### src/rtl/i2c_gpio_expander_n.sv
// I2C slave GPIO expander: N_PORTS x 8-bit ports with input, output,
// polarity and config registers plus a change-of-input interrupt.
module i2c_gpio_expander_n #(
   parameter logic [6:0] SLAVE_ADDR  = 7'h20,
   parameter int         N_PORTS     = 2,
   parameter int         SYNC_STAGES = 2,
   parameter int         FILT_CYCLES = 3
) (
   input  logic                   sclk,
   input  logic                   reset,
   input  logic                   scl_i,
   input  logic                   sda_i,
   output logic                   sda_oe,
   input  logic [8*N_PORTS-1:0]   gpio_i,
   output logic [8*N_PORTS-1:0]   gpio_o,
   output logic [8*N_PORTS-1:0]   gpio_oe,
   output logic                   int_n
);

   localparam int W    = 8 * N_PORTS;
   localparam int NREG = 4 * N_PORTS;
   localparam int PW   = $clog2(NREG);
   localparam int FW   = $clog2(FILT_CYCLES + 1);
   localparam logic [7:0] NREG8 = 8'(NREG);

   localparam logic [3:0] S_IDLE      = 4'd0;
   localparam logic [3:0] S_ADDR      = 4'd1;
   localparam logic [3:0] S_ADDR_ACK  = 4'd2;
   localparam logic [3:0] S_CMD       = 4'd3;
   localparam logic [3:0] S_CMD_ACK   = 4'd4;
   localparam logic [3:0] S_WR_DATA   = 4'd5;
   localparam logic [3:0] S_WR_ACK    = 4'd6;
   localparam logic [3:0] S_RD_DATA   = 4'd7;
   localparam logic [3:0] S_RD_ACK    = 4'd8;
   localparam logic [3:0] S_WAIT_STOP = 4'd9;

   logic [SYNC_STAGES-1:0] r_scl_sync, r_sda_sync;
   logic [W-1:0]           r_gpio_sync [SYNC_STAGES];
   logic [1:0]             r_filt, r_prev;
   logic [FW-1:0]          r_cnt [2];
   logic [3:0]             r_state;
   logic [2:0]             r_bitcnt;
   logic [7:0]             r_shift;
   logic                   r_ack, r_rw, r_snap_ld;
   logic [PW-1:0]          r_ptr;
   logic [W-1:0]           r_out, r_pol, r_cfg, r_snap;

   logic [1:0]    w_raw;
   logic [W-1:0]  w_gpio;
   logic          w_scl, w_sda, w_rise, w_fall, w_start, w_stop, w_load;
   logic [7:0]    w_byte, w_rd;
   logic [PW-1:0] w_ptr_nxt;

   always_ff @(posedge sclk or posedge reset) begin
      if (reset) begin
         r_scl_sync <= '1;
         r_sda_sync <= '1;
      end else begin
         r_scl_sync <= {r_scl_sync[SYNC_STAGES-2:0], scl_i};
         r_sda_sync <= {r_sda_sync[SYNC_STAGES-2:0], sda_i};
      end
   end

   // Pin synchroniser keeps sampling through reset so the snapshot is valid at release.
   always_ff @(posedge sclk) begin
      r_gpio_sync[0] <= gpio_i;
      for (int i = 1; i < SYNC_STAGES; i++)
         r_gpio_sync[i] <= r_gpio_sync[i-1];
   end

   assign w_raw  = {r_sda_sync[SYNC_STAGES-1], r_scl_sync[SYNC_STAGES-1]};
   assign w_gpio = r_gpio_sync[SYNC_STAGES-1];

   always_ff @(posedge sclk or posedge reset) begin
      if (reset) begin
         r_filt <= 2'b11;
         r_prev <= 2'b11;
         r_cnt  <= '{default: '0};
      end else begin
         r_prev <= r_filt;
         for (int i = 0; i < 2; i++) begin
            if (w_raw[i] == r_filt[i]) begin
               r_cnt[i] <= '0;
            end else if (r_cnt[i] == FW'(FILT_CYCLES - 1)) begin
               r_filt[i] <= w_raw[i];
               r_cnt[i]  <= '0;
            end else begin
               r_cnt[i] <= r_cnt[i] + 1'b1;
            end
         end
      end
   end

   assign w_scl   = r_filt[0];
   assign w_sda   = r_filt[1];
   assign w_rise  = w_scl & ~r_prev[0];
   assign w_fall  = ~w_scl & r_prev[0];
   assign w_start = w_scl & r_prev[0] & r_prev[1] & ~w_sda;
   assign w_stop  = w_scl & r_prev[0] & ~r_prev[1] & w_sda;
   assign w_byte  = {r_shift[6:0], w_sda};
   assign w_load  = w_fall & r_ack &
                    ((r_state == S_ADDR_ACK && r_rw) || r_state == S_RD_ACK);

   always_comb begin
      w_rd      = '0;
      w_ptr_nxt = r_ptr + 1'b1;
      for (int p = 0; p < N_PORTS; p++) begin
         if (r_ptr == PW'(p))
            w_rd = w_gpio[p*8 +: 8] ^ r_pol[p*8 +: 8];
         if (r_ptr == PW'(N_PORTS + p))
            w_rd = r_out[p*8 +: 8];
         if (r_ptr == PW'(2*N_PORTS + p))
            w_rd = r_pol[p*8 +: 8];
         if (r_ptr == PW'(3*N_PORTS + p))
            w_rd = r_cfg[p*8 +: 8];
      end
      for (int g = 0; g < 4; g++)
         if (r_ptr == PW'(g*N_PORTS + N_PORTS - 1))
            w_ptr_nxt = PW'(g*N_PORTS);
   end

   always_ff @(posedge sclk or posedge reset) begin
      if (reset) begin
         r_state   <= S_IDLE;
         r_bitcnt  <= 3'd7;
         r_shift   <= '0;
         r_ack     <= 1'b0;
         r_rw      <= 1'b0;
         r_ptr     <= '0;
         sda_oe    <= 1'b0;
         r_out     <= '1;
         r_cfg     <= '1;
         r_pol     <= '0;
         r_snap    <= '0;
         r_snap_ld <= 1'b1;
      end else begin
         if (r_snap_ld) begin
            r_snap    <= w_gpio;
            r_snap_ld <= 1'b0;
         end
         if (w_start) begin
            r_state  <= S_ADDR;
            r_bitcnt <= 3'd7;
            r_ack    <= 1'b0;
            sda_oe   <= 1'b0;
         end else if (w_stop) begin
            r_state <= S_IDLE;
            r_ack   <= 1'b0;
            sda_oe  <= 1'b0;
         end else if (w_rise) begin
            case (r_state)
               S_ADDR, S_CMD, S_WR_DATA: begin
                  r_shift  <= w_byte;
                  r_bitcnt <= r_bitcnt - 3'd1;
                  r_ack    <= 1'b0;
                  if (r_bitcnt == 3'd0) begin
                     if (r_state == S_ADDR) begin
                        r_rw    <= w_byte[0];
                        r_state <= (w_byte[7:1] == SLAVE_ADDR) ?
                                   S_ADDR_ACK : S_WAIT_STOP;
                     end else if (r_state == S_CMD) begin
                        if (w_byte < NREG8) begin
                           r_ptr   <= w_byte[PW-1:0];
                           r_state <= S_CMD_ACK;
                        end else begin
                           r_state <= S_WAIT_STOP;
                        end
                     end else begin
                        r_state <= S_WR_ACK;
                     end
                  end
               end
               S_RD_DATA: begin
                  r_bitcnt <= r_bitcnt - 3'd1;
                  if (r_bitcnt == 3'd0) begin
                     r_state <= S_RD_ACK;
                     r_ack   <= 1'b0;
                  end
               end
               S_WR_ACK: begin
                  for (int p = 0; p < N_PORTS; p++) begin
                     if (r_ptr == PW'(N_PORTS + p))
                        r_out[p*8 +: 8] <= r_shift;
                     if (r_ptr == PW'(2*N_PORTS + p))
                        r_pol[p*8 +: 8] <= r_shift;
                     if (r_ptr == PW'(3*N_PORTS + p))
                        r_cfg[p*8 +: 8] <= r_shift;
                  end
                  r_ptr <= w_ptr_nxt;
               end
               S_RD_ACK: begin
                  if (w_sda)
                     r_state <= S_WAIT_STOP;
                  else
                     r_ptr <= w_ptr_nxt;
               end
               default: ;
            endcase
         end else if (w_load) begin
            // Byte leaves for the master here; input ports re-arm their snapshot.
            r_shift  <= w_rd;
            sda_oe   <= ~w_rd[7];
            r_bitcnt <= 3'd7;
            r_ack    <= 1'b0;
            r_state  <= S_RD_DATA;
            for (int p = 0; p < N_PORTS; p++)
               if (r_ptr == PW'(p))
                  r_snap[p*8 +: 8] <= w_gpio[p*8 +: 8];
         end else if (w_fall) begin
            case (r_state)
               S_ADDR_ACK, S_CMD_ACK, S_WR_ACK: begin
                  if (!r_ack) begin
                     r_ack  <= 1'b1;
                     sda_oe <= 1'b1;
                  end else begin
                     r_ack    <= 1'b0;
                     sda_oe   <= 1'b0;
                     r_bitcnt <= 3'd7;
                     r_state  <= (r_state == S_ADDR_ACK) ? S_CMD : S_WR_DATA;
                  end
               end
               S_RD_DATA: sda_oe <= ~r_shift[r_bitcnt];
               S_RD_ACK: begin
                  r_ack  <= 1'b1;
                  sda_oe <= 1'b0;
               end
               default: sda_oe <= 1'b0;
            endcase
         end
      end
   end

   always_ff @(posedge sclk or posedge reset) begin
      if (reset)
         int_n <= 1'b1;
      else
         int_n <= ~|((w_gpio ^ r_snap) & r_cfg);
   end

   assign gpio_o  = r_out;
   assign gpio_oe = ~r_cfg;

endmodule

### config.mk
export PLATFORM = sky130hd
export DESIGN_NAME = i2c_gpio_expander_n
export DESIGN_NICKNAME = d
export VERILOG_FILES = /design/src/rtl/i2c_gpio_expander_n.sv
export SDC_FILE = /design/constraint.sdc
export NUM_CORES = 1
export LEC_CHECK = 0
export BUFFER_PORTS_ARGS = -buffer_cell sky130_fd_sc_hd__buf_2
export CAP_MARGIN = 25
export CORE_ASPECT_RATIO = 0.9
export CORE_UTILIZATION = 55
export CTS_BUF_LIST = sky130_fd_sc_hd__clkbuf_4 sky130_fd_sc_hd__clkbuf_8
export DETAILED_ROUTE_END_ITERATION = 8
export HOLD_SLACK_MARGIN = 0.05
export PLACE_DENSITY_LB_ADDON = 0.25
export SYNTH_ARGS = -nofsm -noshare
export SYNTH_HDL_FRONTEND = slang
export SYNTH_SLANG_ARGS = --single-unit
### constraint.sdc
create_clock -name sclk -period 7.6 [get_ports sclk]
set_input_delay 1.52 -clock sclk [delete_from_list [all_inputs] [get_ports sclk]]
set_output_delay 1.52 -clock sclk [all_outputs]
set_load 0.02 [all_outputs]
==> metrics, run 1 <==
status completed; share of layout cells above drive strength 1 a little under two fifths; final cycle utilization of the critical path about two fifths; Yosys Warn Count 0; critical path required time about 8000 ps; EDFF count, synth 0; core area roughly 11000 µm²; Crit. End Element flop; # hold bufs at CTS 0; Worst Hold Class flop to flop; Initial Util a little under three fifths; syn nets around 570; CTS Buf Count 17; crit-path max FO 24; Area Overhead vs Synth 13.2%; Hold Path Origin r_gpio_sync[0][4]; Seq/Total Area, Yosys 51.4%; number of global-route vias before repair around 4300; final instance area 6990 µm²; fillcell total approximately 860; synthesized area per cell roughly 11 µm²; # clock sinks between 100 and 150; largest net degree at the start of global routing 55; Placed Cells incl. Taps roughly 720; Slew @ Worst Pin 1090 ps; Vias/cell 5.89; DRT Pass-1 Iters 5; Critical Path Source r_filt[0]; Slew HR a little over a quarter; top cells by area, synth dfrtp_1 (22%), dfstp_2 (19%), mux2_2 (13%), dfxtp_1 (10%), xnor2_1 (3.1%); post-route setup TNS 0 ps; Setup Skew 13.0 ps; final worst slack 4590 ps; Final Max Tran Viols 0; first-pass GRT wire length about 23 mm; drt wl/cell 19.6 µm; placed instance area between 6000 and 7000 µm²; # H-tree levels 4; DRC 0; initial antenna violation count 0; all-layer global routing usage between 20% and 30%; CTS root buf clkbuf_8; Synth area leader dfrtp_1; Port Buffers 53; Yosys cell types 69; P_leak between 2 and 3 nW; Post-synth top cells mux2_2 (71), dfrtp_1 (54), dfstp_2 (45), dfxtp_1 (32), inv_1 (31); Setup Buffers After CTS 0; top-area cell type share of the netlist area between 20% and 30%; Yosys reg bits 131; n_diodes 0; routed wire length 14.8 mm; f_max 332 MHz; antenna-violating nets left 0; Syn Inst Count between 500 and 600; worst r2r src r_filt[0]; final hold slack about 330 ps; hold depth 0; async set-reset flop share out of synthesis 75.6%; count leader, synth mux2_2; Vias 4442; Mapped Area 6170 µm²; clock tree from TritonCTS yes; Die Footprint roughly 12000 µm²; dpl ws approximately 4700 ps; final hold violations 0; worst skew pair latency 450 ps; Max Cap Viol 0; Die H between 100 and 150 µm; Site Rows 36; Worst Hold End r_gpio_sync[0][20]; FF-to-FF path depth 7; CTS resizes 0; maximum vdd drop 0.213 mV; DR iter-0 viols around 380; die width approximately 110 µm; CTS max path bufs 2; WP data arrival approximately 3400 ps; nets about 600; GRT overflow 0; R2R setup slack around 4600 ps; power density over the cells 320 nW/µm²; routability cong. ~0.95; Main synth FF type dfrtp_1; clock-pin slew on the worst setup and hold paths around 70 ps; fin crit period approximately 3000 ps; Ports 54; hpwl dp ~10 mm; final cell count without fillers about 750; Worst R2R End r_cfg[5]; RSZ-0062 raised after global routing false; CP Launch Type flop; kind of critical path flop to flop; Finish-stage setup viols 0
[cells by family after synthesis]
family / synth area share (%)
AO/OA/AOI/OAI: 13.1
XOR/XNOR: 4.82
adder cells (fa/ha/maj): 1.42
buffers and inverters: 4.22
flip-flops: 51.4
multiplexers: 14.5
other: 0.0607
AND/OR/NAND/NOR: 10.5
[cells in the final DEF, fill, tap and decap left out, types with 11 or more instances in the layout]
| master | synthesis | layout |
|---|---|---|
| xor2_1 | 12 | 12 |
| xnor2_1 | 22 | 22 |
| nand3_1 | 11 | 11 |
| dfstp_2 | 45 | 45 |
| o31ai_1 | 11 | 11 |
| a21oi_1 | 22 | 22 |
| clkbuf_8 | 0 | 18 |
| buf_2 | 4 | 53 |
| inv_1 | 31 | 30 |
| nand2_1 | 27 | 27 |
| nor2_1 | 24 | 24 |
| nor2b_1 | 16 | 16 |
| o21ai_0 | 17 | 17 |
| mux2_2 | 71 | 71 |
| dfxtp_1 | 32 | 32 |
| dfrtp_1 | 54 | 54 |
[power breakdown]
part           total, mW  leakage, nW  switching, mW  internal, mW
Sequential         0.978         1.43          0.184         0.794
Combinational      0.571         1.27          0.329         0.242
Clock              0.686        0.226          0.278         0.408
[registers in the layout, indices dropped and copies added, names as in the netlist, 2 cells and up]
name,cells
r_gpio_sync,32
gpio_o,16
r_cfg,16
r_pol,16
r_snap,16
r_shift,8
r_cnt,4
r_state,4
r_bitcnt,3
r_ptr,3
r_filt,2
r_prev,2
r_scl_sync,2
r_sda_sync,2
[worst max path at each step]
stage | cells past startpoint | slack [ps] | end
floorplan | 1 | 3560 | r_ack
global placement | 7 | 4700 | r_cfg[4]
detailed placement | 7 | 4660 | r_cfg[2]
CTS | 7 | 4640 | r_cfg[0]
global route | 5 | 4400 | r_shift[3]
finish | 7 | 4590 | r_cfg[5]
[worst max-delay path, cell delays in order, from the launching register on]
cell     delay, ps
dfstp_2        580
ha_1           160
buf_4          280
inv_1          270
a21o_1         310
nor3_4         430
and3b_1        500
mux2_2         390
[through the flow]
step / total power, mW / util, %
4_1_cts: 2.23 / 64.4
6_report: 2.23 / 64.4
3_5_place_dp: 1.54 / 60.1
2_1_floorplan: 1.38 / -
3_3_place_gp: 1.53 / 60.0
5_1_grt: 2.35 / 64.4
[area by class of cell]
class,count,area [µm²],share of cell area (%)
flip-flops and latches,131,3170,45.4
well taps,152,190,2.72
inverters,32,123,1.75
clock inverters,12,204,2.92
clock buffers,20,263,3.76
multi-input cells,350,2740,39.2
repair buffers,57,295,4.23
[layer usage]
layer / vias up / track usage, % / routed length [µm]
met5: - / 0 / 0
met4: 0 / 8.50 / 231
met3: 19 / 8.41 / 1160
met2: 184 / 41.4 / 6730
met1: 2191 / 37.3 / 6650
li1: 2048 / - / -
No activity file was read; power rests on OpenSTA's default activity.
==> inputs of run 2 (changes only) <==
--- a/config.mk
+++ b/config.mk
@@ -5,6 +5,7 @@
 export SDC_FILE = /design/constraint.sdc
 export NUM_CORES = 1
 export LEC_CHECK = 0
+export ABC_AREA = 1
 export BUFFER_PORTS_ARGS = -buffer_cell sky130_fd_sc_hd__buf_2
 export CAP_MARGIN = 25
 export CORE_ASPECT_RATIO = 0.9
==> constraint.sdc (replaced) <==
create_clock -name sclk -period 2.98 [get_ports sclk]
set_input_delay 0.596 -clock sclk [delete_from_list [all_inputs] [get_ports sclk]]
set_output_delay 0.596 -clock sclk [all_outputs]
set_load 0.02 [all_outputs]
==> run 2 against run 1 <==
Net effect:
- maximum frequency increased by 29%
- wire length increased by 6.3%
- core utilization grew 0.43 points
- sequential power is 140% higher
- count of clock-buffer cells in the layout shrank 1
- register-to-register slack lost 3900 ps
- highest routed layer unchanged
==> metrics, run 2 <==
routed wire length about 16 mm; R2R setup slack 650 ps; # hold bufs at CTS 0; Largest Register r_gpio_sync; CTS Buf Count 17; Yosys Warn Count 0; antenna-violating nets left 0; max FFs per register 32; Die Footprint approximately 12000 µm²; final cell count without fillers roughly 980; hold depth 1; initial antenna violation count 0; status completed; routability cong. 0.927; RSZ-0062 raised after global routing false; nets 846; maximum vdd drop approximately 0.56 mV; EDFF count, synth 0; clock-pin slew on the worst setup and hold paths 80 ps; FF-to-FF path depth 9; Worst R2R End r_state[3]; CTS max path bufs 2; Placed Cells incl. Taps 952; Worst Hold End r_gpio_sync[0][4]; Mapped Area ~6300 µm²; CTS resizes 0; power density over the cells 857 nW/µm²; Final Max Tran Viols 0; Final Util between 60% and 70%; Slew @ Worst Pin 820 ps; Slew HR between 40% and 50%; Hold Path Origin gpio_i[4]; Area Overhead vs Synth 13.0%; Die H between 100 and 150 µm; WP data arrival 2660 ps; all-layer global routing usage between 20% and 30%; Synth area leader dfrtp_1; Post-synth top cells nand2_1 (203), inv_1 (86), o21ai_0 (56), dfrtp_1 (54), dfstp_2 (45); DRT Pass-1 Iters 6; Worst Hold Class input pin to flop; Main synth FF type dfrtp_1; CTS root buf clkbuf_8; Yosys cell types 43; largest net degree at the start of global routing 38; number of global-route vias before repair between 4000 and 5000; die width 115 µm; worst r2r src r_filt[0]; async set-reset flop share out of synthesis 75.6%; # H-tree levels 4; synthesized area per cell 8.34 µm²; core area between 10000 and 15000 µm²; # clock sinks ~130; first-pass GRT wire length between 20 and 30 mm; critical path required time ~3300 ps; final hold slack ~240 ps; Max Cap Viol 0; worst skew pair latency roughly 450 ps; Setup Buffers After CTS 0; DR iter-0 viols 589; post-route setup TNS 0 ps; syn nets a little under 800; commonest non-fill, non-tap cell in the layout nand2_1; Port Buffers 53; final hold violations 0; CP Launch Type flop; kind of critical path flop to flop; top-area cell type share of the netlist area 21.4%; top cells by area, synth dfrtp_1 (21%), dfstp_2 (19%), nand2_1 (12%), dfxtp_1 (10%), inv_1 (5.1%); hpwl dp 11.5 mm; Yosys reg bits 131; fin crit period around 2300 ps; Finish-stage setup viols 0; GRT overflow 0; Seq/Total Area, Yosys about half; f_max around 430 MHz; highest-count cells in the layout ignoring fill and taps nand2_1 (203), inv_1 (85), o21ai_0 (56); n_diodes 0; Initial Util between 50 and 60%; Syn Inst Count approximately 760; P_leak around 3.4 nW; Vias/cell 5.45; count leader, synth nand2_1; Vias between 5000 and 6000; Ports 54; Setup Skew 11.4 ps; final cycle utilization of the critical path between 70% and 80%; drt wl/cell 16.0 µm; Crit. End Element flop; clock tree from TritonCTS yes; DRC 0; crit-path max FO 14; share of layout cells above drive strength 1 a little under a quarter; Site Rows 36
## run 2: changes by cell type after synthesis, sizes merged, moves of 19 or more
cell,change
o21ai,+91
nor2,+21
mux2,-72
nand4,+19
inv,+61
nand2,+186
nand3,+22
## run 2: kinds of logic (layout without fill, tap and decap cells)
family	Yosys count	after routing	synth area share, %
flops	131	131	50.4
xor+xnor	10	10	1.39
compound gates	164	164	14.9
other cells	1	1	0.0595
buf+inv	112	188	7.92
simple gates	331	331	24.0
fa+ha+maj	7	7	1.39
## run 2: layer usage
layer	share of wire, %	routed length, µm	vias up	GRT usage [%]
met4	1.6	248	0	7.24
met1	46	7240	2504	43.5
met5	0	0	-	0
met3	9.6	1510	21	7.55
li1	-	-	2589	-
met2	43	6710	245	39.9
## run 2: cell type report
cell class                 count  area [µm²]
clock buffer                  19         249
clock inverter                13         175
fill                         953        3870
inverter                      95         365
multi-input combinational    513        2630
sequential                   131        3170
tap                          152         190
timing repair buffer          61         338
## run 2: worst max-delay path by stage
| stage | slack [ps] | cells after the start | start | endpoint |
|---|---|---|---|---|
| 3_3_place_gp | 780 | 10 | r_filt[0] | r_state[2] |
| 6_report | 650 | 9 | r_filt[0] | r_state[3] |
| 5_1_grt | 520 | 9 | r_filt[0] | r_ack |
| 2_1_floorplan | 1160 | 11 | r_filt[0] | r_snap[12] |
| 3_5_place_dp | 710 | 8 | r_filt[0] | r_pol[3] |
| 4_1_cts | 690 | 8 | r_filt[0] | r_pol[3] |
## run 2: where the power goes
group          total [mW]  internal [mW]  leakage (nW)  switching (mW)
clock network        1.59          0.860         0.214           0.733
logic                2.20          0.678          1.71            1.52
registers            2.31           2.06          1.44           0.258
## run 2: critical path: stages (launching register included)
cell and delay, ps:
dfstp_2 590, ha_1 610, buf_4 260, nor2_1 50, inv_1 70, nor2_1 40, a21oi_1 160, nand4_1 240
nand2_1 130, nand2_1 60
## run 2: metrics by stage
stage / power, mW / setup slack [ps] / area, µm²
after floorplan: 3.87 / 1160 / 6310
after global placement: 4.43 / 784 / 6700
after detailed placement: 4.48 / 710 / 6700
after CTS: 6.09 / 692 / 7120
after global routing: 6.51 / 516 / 7120
final: 6.11 / 653 / 7120
==> inputs of run 3 (changes only) <==
==> constraint.sdc (replaced) <==
create_clock -name sclk -period 2.1 [get_ports sclk]
set_input_delay 0.42 -clock sclk [delete_from_list [all_inputs] [get_ports sclk]]
set_output_delay 0.42 -clock sclk [all_outputs]
set_load 0.02 [all_outputs]
==> run 3 against run 2 <==
Net effect:
- register-to-register slack got worse by 540 ps
- wire length increased by 4.8%
- count of clock-buffer cells in the layout increased by 2
- global-route usage increased by 0.98 points
- die area unchanged
- total power increased by 42%
- critical path depth increased by 3
- clock skew decreased by 1.1 ps
- final cell count increased by 3.7%
- first-iteration DRC count decreased by 16%
- non-clock buffer count increased by 36
- maximum frequency increased by 17%
==> metrics, run 3 (synthesized netlist as in run 2, its figures left out) <==
status completed; Pwr Total slightly below 9 mW; final instance area about 7500 µm²; f_max approximately 500 MHz; clock-pin slew on the worst setup and hold paths 80 ps; fin crit period 1990 ps; Final Util between 60 and 70%; DRC 0; Vias about 5500; initial antenna violation count 0; switching power around 3.6 mW; Area Overhead vs Synth 18.3%; CTS Buf Count 17; RSZ-0062 raised after global routing false; sequential share of power between 30% and 40%; crit-path max FO 15; maximum vdd drop 0.653 mV; die width ~110 µm; Worst Hold Class flop to flop; dpl ws roughly 33 ps; nets ~880; GRT overflow 0; number of global-route vias before repair 5134; Switching Share approximately 41%; critical-path cell list ha_4, nand3_4, nand2_4, nor2_4, inv_2, nor2_4, inv_2, nand2_4, inv_4, a21oi_1, nand2_1, nand2_1; Initial Util about 57%; kind of critical path flop to flop; final hold slack approximately 320 ps; Setup Skew between 10 and 15 ps; Max Cap Viol 0; power density over the cells between 1000 and 1500 nW/µm²; DR iter-0 viols between 400 and 500; Critical path buffers and inverters 3; Internal roughly 5.1 mW; highest-count cells in the layout ignoring fill and taps nand2_1 (203), inv_1 (84), o21ai_0 (56); top cell family by delay on the critical path simple AND/OR/NAND/NOR gates; max FFs per register 32; antenna-violating nets left 0; WP data arrival between 2000 and 2500 ps; Placed Cells incl. Taps 966; CTS root buf clkbuf_8; final cycle utilization of the critical path between 90% and 100%; proportion of power drawn by the clock network a little under a quarter; Site Rows 36; Vias/cell about 5.4; Port Buffers 53; CP Launch Type flop; CTS max path bufs 2; clock tree from TritonCTS yes; # clock sinks approximately 130; n_diodes 0; commonest non-fill, non-tap cell in the layout nand2_1; fillcell total ~940; P_leak 3.52 nW; Finish-stage setup viols 0; Largest Register r_gpio_sync; critical path required time ~2400 ps; routed wire length 16.5 mm; first-pass GRT wire length 26.2 mm; hpwl dp between 10 and 15 mm; Crit. End Element flop; all-layer global routing usage between 20% and 30%; core area approximately 11000 µm²; DRT Pass-1 Iters 5; Crit-path slowest cell dfstp_2; routability cong. roughly 0.92; Slew @ Worst Pin between 600 and 700 ps; largest net degree at the start of global routing 40; # H-tree levels 4; combinational share of power approximately two fifths; final worst slack approximately 110 ps; post-route setup TNS 0 ps; Ports 54; Final Max Tran Viols 0; final cell count without fillers slightly above 1000; critical path's largest stage delay about 600 ps; placed instance area 6820 µm²; Die H between 100 and 150 µm; final hold violations 0; worst skew pair latency 460 ps; Die Footprint between 10000 and 15000 µm²; share of layout cells above drive strength 1 approximately a quarter; Slew HR 59.4%; drt wl/cell ~16 µm
## run 3: changes by cell type in the layout (fill, tap and decap cells not counted), sizes merged
cell,delta
clkinvlp,+3
clkbuf,+2
buf,+17
inv,-2
bufinv,-2
dlygate4sd3,+19
clkinv,-1
## run 3: per-layer routing
layer,global-route usage (%),share of wire [%],wire (µm),up-vias
li1,-,-,-,2650
met1,42.9,45,7450,2601
met2,41.6,44,7200,248
met3,8.13,8.9,1460,28
met4,11.3,2.1,353,0
met5,0,0,0,-
## run 3: what timing repair did
item	4_1_cts	5_1_grt
hold buffers	18	1
hold endpoints to repair	28	1
pin swaps	0	1
setup buffers	0	3
resized for setup	1	3
setup endpoints to repair	1	51
## run 3: power groups by stage
stage	registers, mW	logic (mW)	clock network [mW]
6_report	3.27	3.35	2.05
5_1_grt	3.31	3.70	2.21
4_1_cts	3.25	3.25	2.09
3_5_place_dp	3.29	3.20	0
3_3_place_gp	3.27	3.12	0
2_1_floorplan	3.20	2.29	0
## run 3: area by class of cell
| class | count | area [µm²] | area share (%) |
|---|---|---|---|
| clock buffers | 21 | 283 | 3.79 |
| inverters | 95 | 369 | 4.95 |
| multi-input cells | 513 | 2650 | 35.5 |
| clock inverters | 11 | 103 | 1.38 |
| well taps | 152 | 190 | 2.55 |
| flip-flops and latches | 131 | 3170 | 42.6 |
| repair buffers | 97 | 693 | 9.30 |
## run 3: final timing paths
check / endpoint / start / depth (start not counted) / slack [ps]
worst max-delay path: r_shift[3] / r_filt[0] / 12 / 110
worst min-delay path: r_gpio_sync[0][20] / r_gpio_sync[0][4] / 0 / 320
worst max register to register: r_shift[3] / r_filt[0] / 12 / 110
worst min register to register: r_gpio_sync[0][20] / r_gpio_sync[0][4] / 0 / 320
max in group asynchronous: r_cfg[5] / reset / 4 / 860
min in group asynchronous: r_ack / reset / 3 / 580
